`config.mk`:
```
export PLATFORM = sky130hd
export DESIGN_NAME = net_debounce
export DESIGN_NICKNAME = d
export VERILOG_FILES = /design/src/rtl/net_debounce_pkg.sv /design/src/rtl/net_sync.sv /design/src/rtl/net_debounce.sv
export SDC_FILE = /design/constraint.sdc
export NUM_CORES = 1
export LEC_CHECK = 0
export CORE_MARGIN = 4
export CORE_UTILIZATION = 52
export DETAILED_ROUTE_END_ITERATION = 7
export GPL_ROUTABILITY_DRIVEN = 1
export PLACE_DENSITY = 0.89
export SKIP_LAST_GASP = 1
export SLEW_MARGIN = 20
export SYNTH_ARGS = -nofsm -noshare
export SYNTH_HDL_FRONTEND = slang
export SYNTH_SLANG_ARGS = --single-unit
```
`constraint.sdc`:
```
create_clock -name clk -period 3.77 [get_ports clk]
set_input_delay 0.9425 -clock clk [delete_from_list [all_inputs] [get_ports clk]]
set_output_delay 0.9425 -clock clk [all_outputs]
set_load 0.02 [all_outputs]
```
`src/rtl/net_debounce_pkg.sv`:
```
// Shared types and constants for the net_debounce input conditioning stage.
// Optional edge-pulse outputs in the top are enabled by NET_DEBOUNCE_EDGE_EN.
package net_debounce_pkg;

    typedef enum logic [0:0] {
        STABLE  = 1'b0,
        CONFIRM = 1'b1
    } net_db_state_e;

    localparam int GLITCH_W = 8;
    localparam logic [GLITCH_W-1:0] GLITCH_MAX = 8'hFF;

    // Saturating increment for the debug glitch counter.
    function automatic logic [GLITCH_W-1:0] sat_inc(input logic [GLITCH_W-1:0] value);
        logic [GLITCH_W-1:0] result;
        if (value == GLITCH_MAX) begin
            result = value;
        end else begin
            result = value + 8'd1;
        end
        return result;
    endfunction

endpackage

```
`src/rtl/net_sync.sv`:
```
// Multi-flop synchronizer bringing a single asynchronous bit into clk.
// Reused by any single-bit crossing stage; the chain depth is STAGES.
module net_sync #(
    parameter int   STAGES    = 2,
    parameter logic RESET_VAL = 1'b0
) (
    input  logic clk,
    input  logic rst_n,
    input  logic async_in,
    output logic sync_out
);

    logic [STAGES-1:0] chain_r;

    // Shift the raw level through the flop chain; bit 0 is the only flop touching async_in.
    always_ff @(posedge clk or negedge rst_n) begin
        if (!rst_n) begin
            chain_r <= {STAGES{RESET_VAL}};
        end else begin
            chain_r <= {chain_r[STAGES-2:0], async_in};
        end
    end

    assign sync_out = chain_r[STAGES-1];

endmodule

```
`src/rtl/net_debounce.sv`:
```
// Synchronize and debounce a raw level into a clean registered output d.
// Define NET_DEBOUNCE_EDGE_EN to add rise_pulse/fall_pulse outputs.
module net_debounce
    import net_debounce_pkg::*;
#(
    parameter int   SYNC_STAGES   = 2,
    parameter int   STABLE_CYCLES = 8,
    parameter logic RESET_VAL     = 1'b0
) (
    input  logic                clk,
    input  logic                rst_n,
    input  logic                raw_in,
    output logic                d,
    output logic                busy,
    output logic [GLITCH_W-1:0] glitch_cnt
`ifdef NET_DEBOUNCE_EDGE_EN
    ,
    output logic                rise_pulse,
    output logic                fall_pulse
`endif
);

    localparam int CNT_W = $clog2(STABLE_CYCLES);
    localparam logic [CNT_W-1:0] CNT_ZERO = {CNT_W{1'b0}};
    localparam logic [CNT_W-1:0] CNT_ONE  = CNT_W'(1);
    localparam logic [CNT_W-1:0] CNT_LAST = CNT_W'(STABLE_CYCLES - 1);

    logic                sync_s;
    net_db_state_e       state_r;
    net_db_state_e       state_nxt_s;
    logic [CNT_W-1:0]    cnt_r;
    logic [CNT_W-1:0]    cnt_nxt_s;
    logic                d_r;
    logic                d_nxt_s;
    logic [GLITCH_W-1:0] glitch_r;
    logic [GLITCH_W-1:0] glitch_nxt_s;

    net_sync #(
        .STAGES    (SYNC_STAGES),
        .RESET_VAL (RESET_VAL)
    ) u_sync (
        .clk      (clk),
        .rst_n    (rst_n),
        .async_in (raw_in),
        .sync_out (sync_s)
    );

    // Qualification FSM: a change must persist STABLE_CYCLES samples; any reversion counts as a glitch.
    always_comb begin
        state_nxt_s  = state_r;
        cnt_nxt_s    = cnt_r;
        d_nxt_s      = d_r;
        glitch_nxt_s = glitch_r;
        case (state_r)
            STABLE: begin
                if (sync_s != d_r) begin
                    state_nxt_s = CONFIRM;
                    cnt_nxt_s   = CNT_ONE;
                end else begin
                    cnt_nxt_s   = CNT_ZERO;
                end
            end
            CONFIRM: begin
                if (sync_s == d_r) begin
                    state_nxt_s  = STABLE;
                    cnt_nxt_s    = CNT_ZERO;
                    glitch_nxt_s = sat_inc(glitch_r);
                end else if (cnt_r == CNT_LAST) begin
                    state_nxt_s  = STABLE;
                    cnt_nxt_s    = CNT_ZERO;
                    d_nxt_s      = sync_s;
                end else begin
                    cnt_nxt_s    = cnt_r + CNT_ONE;
                end
            end
            default: begin
                state_nxt_s = STABLE;
                cnt_nxt_s   = CNT_ZERO;
            end
        endcase
    end

    // State, counter and output registers; reset discards any pending change.
    always_ff @(posedge clk or negedge rst_n) begin
        if (!rst_n) begin
            state_r  <= STABLE;
            cnt_r    <= CNT_ZERO;
            d_r      <= RESET_VAL;
            glitch_r <= {GLITCH_W{1'b0}};
        end else begin
            state_r  <= state_nxt_s;
            cnt_r    <= cnt_nxt_s;
            d_r      <= d_nxt_s;
            glitch_r <= glitch_nxt_s;
        end
    end

`ifdef NET_DEBOUNCE_EDGE_EN
    logic rise_r;
    logic fall_r;

    // Edge pulses register on the same edge as the d update they describe.
    always_ff @(posedge clk or negedge rst_n) begin
        if (!rst_n) begin
            rise_r <= 1'b0;
            fall_r <= 1'b0;
        end else begin
            rise_r <= d_nxt_s & ~d_r;
            fall_r <= ~d_nxt_s & d_r;
        end
    end

    assign rise_pulse = rise_r;
    assign fall_pulse = fall_r;
`endif

    assign d          = d_r;
    assign busy       = (state_r == CONFIRM);
    assign glitch_cnt = glitch_r;

endmodule

```
---- Word-level counts from Yosys, hierarchy flattened ----
Index checks and enable logic that the tools add are counted.
word-level totals
  bits of input ports ..................... 3
  output and inout port bits .............. 10
  bits in registers ....................... 15
cells by class
  mux-type cells .......................... 8
  bitwise operators ....................... 3
  eq/ne operators ......................... 4
  $add $sub $neg .......................... 2
  reductions and logical operators ........ 2
operators with widths
  cell                 count
  $add 8x1->8 const B  1
  $eq 8x8->1 const B   1
  $mux 3               2
  $pmux 3 s2           1
  $reduce_and 3->1     2
  $mux 1               4
  $add 3x1->3 const B  1
  $eq 3x3->1 const B   1
  $not 1->1            3
  $pmux 1 s2           1
  $eq 1x1->1           1
  $ne 1x1->1           1

---- Depth between registers and ports, before layout ----
Gate-level depths: netlist (run 1).
  depth after elaboration ................. 4
  mapped depth ............................ 5

---- By module ----
From an unflattened synthesis (run 1), not the netlist that was laid out.
second synthesis, totals
  cell total of the unflattened synthesis .. 58
  area, all modules ....................... 686.9 µm²
modules (own cells, without submodules)
  module        instances  area each (µm²)  sequential area each (µm²)  cells each
  net_debounce  1          636.9            325.3                       56
  net_sync      1          50.0             50.0                        2

---- Worst setup path before layout (run 1) ----
No wires, ideal clock.
  path type ............................... reg2reg
  start point ............................. register glitch_r[3], in the netlist glitch_cnt[3]
  end point ............................... register glitch_r[1], in the netlist glitch_cnt[1]
  cell stages (with the launch flop) ...... 5
  clock period less this slack ............ 1465 ps
  path buffers ............................ 0
  data required time ...................... 3645 ps
  path slack .............................. 2305 ps
  arrival time ............................ 1340 ps
  cells stage by stage .................... dfrtp_1 > and4_1 > nand2_2 > o21ai_4 > mux2_4
on the way
  word-level cells in the longest chain between the ends .. 3
RTL lines
  element                            RTL line                text
  from (decl)                        net_debounce.sv:35      logic [GLITCH_W-1:0] glitch_r;
  from (signal assigned)             net_debounce.sv:89      glitch_r <= {GLITCH_W{1'b0}};
  from (signal assigned)             net_debounce.sv:94      glitch_r <= glitch_nxt_s;
  $eq 8x8->1                         net_debounce_pkg.sv:16  if (value == GLITCH_MAX) begin
  $not 1->1 (no source line)         -
  $reduce_and 3->1 (no source line)  -
No other way between the ends.
A chain may end at the register's enable or synchronous reset.

---- Worst setup path in the final report (run 1) ----
  start point ............................. register state_r, in the netlist busy
  end point ............................... output port busy
RTL lines
  element                 RTL line            text
  from (decl)             net_debounce.sv:29  net_db_state_e state_r;
  from (signal assigned)  net_debounce.sv:91  state_r <= state_nxt_s;
  to (decl)               net_debounce.sv:14  output logic busy,
No word-level cell between the ends.

==> out/results.tsv, run 1 <==
stage	metric	value	unit
timing	period_share	62.3	%
setup_path	path_cells	clkdlybuf4s50_1	
floorplan	fp.dieH	44.2	um
grt	grt_pass1_vias	482	
timing	slew_viol_final	0	
grt	grt_util_all_layers	15.9	%
logic_synthesis	synth.area.top_cells	dfrtp_1 (55%), mux2_2 (8.2%), ha_1 (5.5%)	
setup_path	worstSetupStartpointType	flip-flop	
route	post_drt_wl_per_cell	14.3	um
power_and_ir_drop	power_leakage	0.391	nW
clocking	cts_buffers	3	
timing	setup_violations	0	
timing	rsz0062_at_grt	no	
clocking	clkSinkCount	15	
route	vias	467	
grt	grt_overflow	0	
power_and_ir_drop	ir_drop	349	uV
setup_path	crit_type	flip-flop to primary output	
floorplan	io-pin-count	13	
timing	whs	0.363	ns
route	drc	0	
logic_synthesis	yosys.area.top_type_share	54.9	%
grt	antenna_found_initial	0	
place	post-dp-hpwl	852	um
logic_synthesis	yosys_warnings	0	
logic_synthesis	synth_seq_cells	15	
route	postRouteAntennaNets	0	
logic_synthesis	synth_area_per_cell	12.7	um^2
logic_synthesis	seq_area_frac_synth	54.9	%
power_and_ir_drop	finalPower	0.503	mW
clocking	cts_tree	done	
setup_path	slowest_delay	0.65	ns
timing	tightest_slew	0.633	ns
layout	layout-drive-gt1-share	20.0	%
timing	relSlewSlack	57.7	%
layout	final_util	72.3	%
logic_synthesis	syn_area	683	um^2
floorplan	coreArea	1170	um^2
floorplan	die_w	44.2	um
route	vias_per_cell	5.56	
setup_path	end_kind	primary output	
grt	grt_max_degree	16	
logic_synthesis	synth_top_cell_by_area	dfrtp_1	
clocking	cts_buffer_depth	2	
grt	grt_first_pass_wirelength	2150	um
place	place.gp.congestion	0.706	
clocking	clkTransAtPathRegs	0.08	ns
setup_path	cp.arrival	1.41	ns
route	first_pass_iters	4	
timing	clock_skew	0.00416	ns
route	totalWireLength	1200	um
clocking	root_buffer	clkbuf_4	
logic_synthesis	synthFlopType	dfrtp_1	
place	io_buffers	12	
logic_synthesis	syn_nets	60	
layout	diodes	0	
clocking	clk-insertion-delay-late	0.28	ns
clocking	cts_resized	0	
min_path	hold_path.class	flip-flop to flip-flop	
floorplan	fp.dieArea	1960	um^2
clocking	cts_setup_buffers	0	
logic_synthesis	netlist_instances	54	
clocking	postCtsHoldBufs	0	
route	drt_iter0_markers	7	
timing	fmax	426	MHz
flow_run	max_cap_violations	0	
setup_path	path_delay_family	buffers and inverters	
layout	synthToLayoutAreaGrowth	24.0	%
setup_path	crit_slowest_cell	clkdlybuf4s50_1	
layout	nets	77	
setup_path	required	2.83	ns
setup_path	critPathMaxFanout	8	
timing	tns	0	ns
logic_synthesis	ys_types	23	
setup_path	critPathBufInv	1	
clocking	h-tree-depth	1	
floorplan	num_rows	12	
power_and_ir_drop	power_density	593	nW/um^2
floorplan	start_util	58.3	%
logic_synthesis	synth_edf_count	0	
timing	finalCriticalPeriod	2.35	ns
logic_synthesis	synthArstFlopShare	100	%
timing	hold_viol_final	0	
outcome	status	finished clean	
[registers in the layout (all words and copies together), names as in the netlist]
name,count
u_sync.chain_r,2
busy,1
cnt_r,3
glitch_cnt,8
d,1
[through the flow]
stage	setup WS (ns)	std cells	instance area, um^2
after floorplan	2.30	54	683
after global placement	1.76	80	821
after detailed placement	1.74	80	821
after CTS	1.42	84	847
after global routing	1.36	84	847
final	1.42	84	847
[Yosys cell counts (2+ instances only)]
cell / count
nand4_1: 2
and3_1: 3
nand2_1: 6
mux2_2: 5
xnor2_1: 2
nand3_1: 2
ha_1: 3
o21a_1: 2
dfrtp_1: 15
[area by class of cell]
| type | instances | area [um^2] |
|---|---|---|
| fillers | 79 | 324 |
| repair buffers | 12 | 120 |
| multi-input cells | 38 | 304 |
| flip-flops and latches | 15 | 375 |
| clock buffers | 4 | 26.3 |
| inverters | 1 | 3.75 |
| well taps | 14 | 17.5 |
[where the power goes]
part / leakage, nW / switching, mW / internal, mW
combinational: 0.186 / 0.0840 / 0.0923
clock: 0.0150 / 0.0504 / 0.0411
sequential: 0.190 / 0.0412 / 0.194
total: 0.391 / 0.176 / 0.327
[logic make-up (layout without fill, tap and decap cells)]
kind of cell / after synthesis / in the layout / synth area share [%]
XOR/XNOR: 4 / 4 / 6.23
multiplexers: 6 / 6 / 10.4
AO/OA/AOI/OAI: 6 / 6 / 7.14
flip-flops: 15 / 15 / 54.9
buffers and inverters: 1 / 17 / 0.549
AND/OR/NAND/NOR: 19 / 19 / 15.2
adder cells (fa/ha/maj): 3 / 3 / 5.50
[worst paths after layout]
| path | from | endpoint | slack [ns] | cells after the start |
|---|---|---|---|---|
| min in group asynchronous | rst_n | glitch_cnt[1]$_DFFE_PN0P_ | 1.04 | 1 |
| worst max register to register | glitch_cnt[0]$_DFFE_PN0P_ | glitch_cnt[6]$_DFFE_PN0P_ | 2.29 | 5 |
| worst min register to register | u_sync.chain_r[0]$_DFF_PN0_ | u_sync.chain_r[1]$_DFF_PN0_ | 0.36 | 0 |
| max in group asynchronous | rst_n | cnt_r[2]$_DFF_PN0_ | 2.32 | 1 |
| worst max-delay path | busy$_DFF_PN0_ | busy | 1.42 | 1 |
| worst min-delay path | u_sync.chain_r[0]$_DFF_PN0_ | u_sync.chain_r[1]$_DFF_PN0_ | 0.36 | 0 |
[per-layer routing]
| metal | part of all wire [%] | vias to the layer above | track usage [%] |
|---|---|---|---|
| met2 | 47 | 14 | 22.4 |
| li1 | - | 223 | - |
| met5 | 0 | - | 0 |
| met3 | 4.8 | 6 | 5.69 |
| met4 | 4.0 | 0 | 15.1 |
| met1 | 44 | 224 | 18.4 |
[cell usage in the layout, fill, tap and decap left out, drive strengths merged]
| master | synthesis | final |
|---|---|---|
| nand2b | 1 | 1 |
| xnor2 | 3 | 3 |
| nand2 | 7 | 7 |
| o21a | 2 | 2 |
| o211ai | 1 | 1 |
| ha | 3 | 3 |
| clkbuf | 0 | 4 |
| o21ai | 2 | 2 |
| nor2 | 2 | 2 |
| clkdlybuf4s50 | 0 | 12 |
| and2 | 1 | 1 |
| nand4 | 2 | 2 |
| mux2 | 6 | 6 |
| nand3 | 2 | 2 |
| xor2 | 1 | 1 |
| and4 | 1 | 1 |
| dfrtp | 15 | 15 |
| a21oi | 1 | 1 |
| and3 | 3 | 3 |
| inv | 1 | 1 |
Note: power is estimated with default switching activity, not from simulation.
==> run 2: changes to the inputs <==
CORE_UTILIZATION = 48   (was 52)
PLACE_DENSITY = 0.84   (was 0.89)
clock period = 2.22 ns   (was 3.77 ns; I/O delays follow)
==> run 2 against run 1 <==
Net effect: non-clock buffer count did not move; critical path depth did not move; global-route usage shrank 0.85 points; count of clock-buffer cells in the layout unchanged; via count is 0.86% lower; largest power group unchanged.
==> out/results.tsv, run 2 (same netlist as run 1, synthesis figures left out) <==
stage	metric	value	unit	change
min_path	whs_path_depth	0		unchanged
route	vias	463		was 467
clocking	clk-insertion-delay-late	0.29	ns	was 0.28 ns
route	postRouteAntennaNets	0		unchanged
timing	rsz0062_at_grt	no		unchanged
floorplan	start_util	51.9	%	was 58.3%
setup_path	slowest_delay	0.67	ns	was 0.65 ns
grt	grt_overflow	0		unchanged
layout	diodes	0		unchanged
setup_path	path_delay_family	buffers and inverters		unchanged
clocking	cts_resized	0		unchanged
setup_path	cp.arrival	1.43	ns	was 1.41 ns
setup_path	crit_slowest_cell	clkdlybuf4s50_1		unchanged
setup_path	rr_worst_depth	5		unchanged
grt	grt_first_pass_wirelength	2030	um	was 2150 um
setup_path	cp.depth	1		unchanged
layout	layout-drive-gt1-share	20.0	%	unchanged
layout	layout_common_cells	dfrtp_1 (15), clkdlybuf4s50_1 (12), nand2_1 (6)		unchanged
clocking	root_buffer	clkbuf_4		unchanged
route	totalWireLength	1220	um	was 1200 um
place	place.gp.congestion	0.714		was 0.706
layout	nets	77		unchanged
place	place_inst	81		was 80
route	drt_iter0_markers	6		was 7
floorplan	num_rows	13		was 12
timing	tns	0	ns	unchanged
timing	finalCriticalPeriod	1.98	ns	
route	first_pass_iters	4		unchanged
timing	slew_viol_final	0		unchanged
timing	clock_skew	0.00211	ns	was 0.00416 ns
setup_path	worstSetupStartpointType	flip-flop		unchanged
min_path	hold_path.class	flip-flop to flip-flop		unchanged
route	vias_per_cell	5.45		was 5.56
clocking	cts_buffers	3		unchanged
timing	fmax	504	MHz	
power_and_ir_drop	power_leakage	0.391	nW	unchanged
power_and_ir_drop	power_density	1020	nW/um^2	was 593 nW/um^2
grt	antenna_found_initial	0		unchanged
outcome	status	finished clean		unchanged
layout	largest_register_ffs	8		unchanged
place	io_buffers	12		unchanged
timing	hold_viol_final	0		unchanged
setup_path	crit_type	flip-flop to primary output		unchanged
floorplan	die_w	45.7	um	was 44.2 um
timing	relSlewSlack	56.5	%	was 57.7%
route	post_drt_wl_per_cell	14.4	um	was 14.3 um
setup_path	critPathBufInv	1		unchanged
clocking	clkTransAtPathRegs	0.09	ns	was 0.08 ns
grt	grt_max_degree	16		unchanged
clocking	h-tree-depth	1		unchanged
place	post-dp-hpwl	866	um	was 852 um
layout	synthToLayoutAreaGrowth	24.2	%	was 24.0%
clocking	cts_buffer_depth	2		unchanged
floorplan	io-pin-count	13		unchanged
timing	whs	0.363	ns	about the same
grt	grt_pass1_vias	473		was 482
clocking	cts_setup_buffers	0		unchanged
floorplan	fp.dieH	45.7	um	was 44.2 um
clocking	postCtsHoldBufs	0		unchanged
clocking	cts_tree	done		unchanged
route	drc	0		unchanged
power_and_ir_drop	ir_drop	553	uV	was 349 uV
timing	tightest_slew	0.651	ns	was 0.633 ns
flow_run	max_cap_violations	0		unchanged
setup_path	required	1.66	ns	was 2.83 ns
setup_path	critPathMaxFanout	8		unchanged
grt	grt_util_all_layers	15.0	%	was 15.9%
layout	stdcell_count	85		was 84
floorplan	fp.dieArea	2090	um^2	was 1960 um^2
clocking	clkSinkCount	15		unchanged
floorplan	coreArea	1320	um^2	was 1170 um^2
setup_path	path_cells	clkdlybuf4s50_1		unchanged
timing	setup_violations	0		unchanged
timing	period_share	89.3	%	
setup_path	end_kind	primary output		unchanged
layout	layout_commonest_cell	dfrtp_1		unchanged
==> run 2: path summary, 6_finish.rpt <==
path | start | to | slack (ns)
setup / recovery | busy$_DFF_PN0_ | busy | 0.24
hold / removal | u_sync.chain_r[0]$_DFF_PN0_ | u_sync.chain_r[1]$_DFF_PN0_ | 0.36
setup reg to reg | glitch_cnt[0]$_DFFE_PN0P_ | glitch_cnt[6]$_DFFE_PN0P_ | 0.75
hold reg to reg | u_sync.chain_r[0]$_DFF_PN0_ | u_sync.chain_r[1]$_DFF_PN0_ | 0.36
max in group asynchronous | rst_n | busy$_DFF_PN0_ | 1.15
min in group asynchronous | rst_n | glitch_cnt[2]$_DFFE_PN0P_ | 0.66
==> run 2: per-layer routing <==
metal | global-route usage [%] | share of wire (%)
met1 | 17.5 | 47
met2 | 20.6 | 45
met3 | 6.32 | 4.0
met4 | 13.6 | 3.8
met5 | 0 | 0
==> run 2: worst register-to-register path: cells and delay by family (launching register included) <==
family	cells	cell delay (ns)
buffers and inverters	1	0.08
and+or+nand+nor	2	0.28
muxes	1	0.33
adders and majority gates	1	0.24
DFF	1	0.43
==> run 2: stage by stage <==
stage / utilization [%] / instance area, um^2 / power (mW) / worst slack (ns)
2_1_floorplan: - / 683 / 0.561 / 0.755
3_3_place_gp: 62.4 / 822 / 0.695 / 0.593
3_5_place_dp: 62.4 / 822 / 0.710 / 0.560
4_1_cts: 64.4 / 848 / 0.871 / 0.235
5_1_grt: 64.4 / 848 / 0.911 / 0.196
6_report: 64.4 / 848 / 0.864 / 0.237
==> run 2: layout make-up <==
class | count | area (um^2)
multi-input cells | 38 | 304
well taps | 15 | 18.8
repair buffers | 12 | 120
flip-flops and latches | 15 | 375
fillers | 102 | 469
clock buffers | 4 | 26.3
inverters | 1 | 3.75
==> run 2: power breakdown <==
part,switching [mW],leakage (nW),total (mW),internal [mW]
clock,0.0909,0.0150,0.161,0.0700
combinational,0.143,0.186,0.301,0.158
sequential,0.0731,0.190,0.402,0.329
==> run 3: changes to the inputs <==
CAP_MARGIN = 0   (was default)
==> results of run 3 <==
Same layout as run 2: the final DEF is identical, and so are final timing and power.
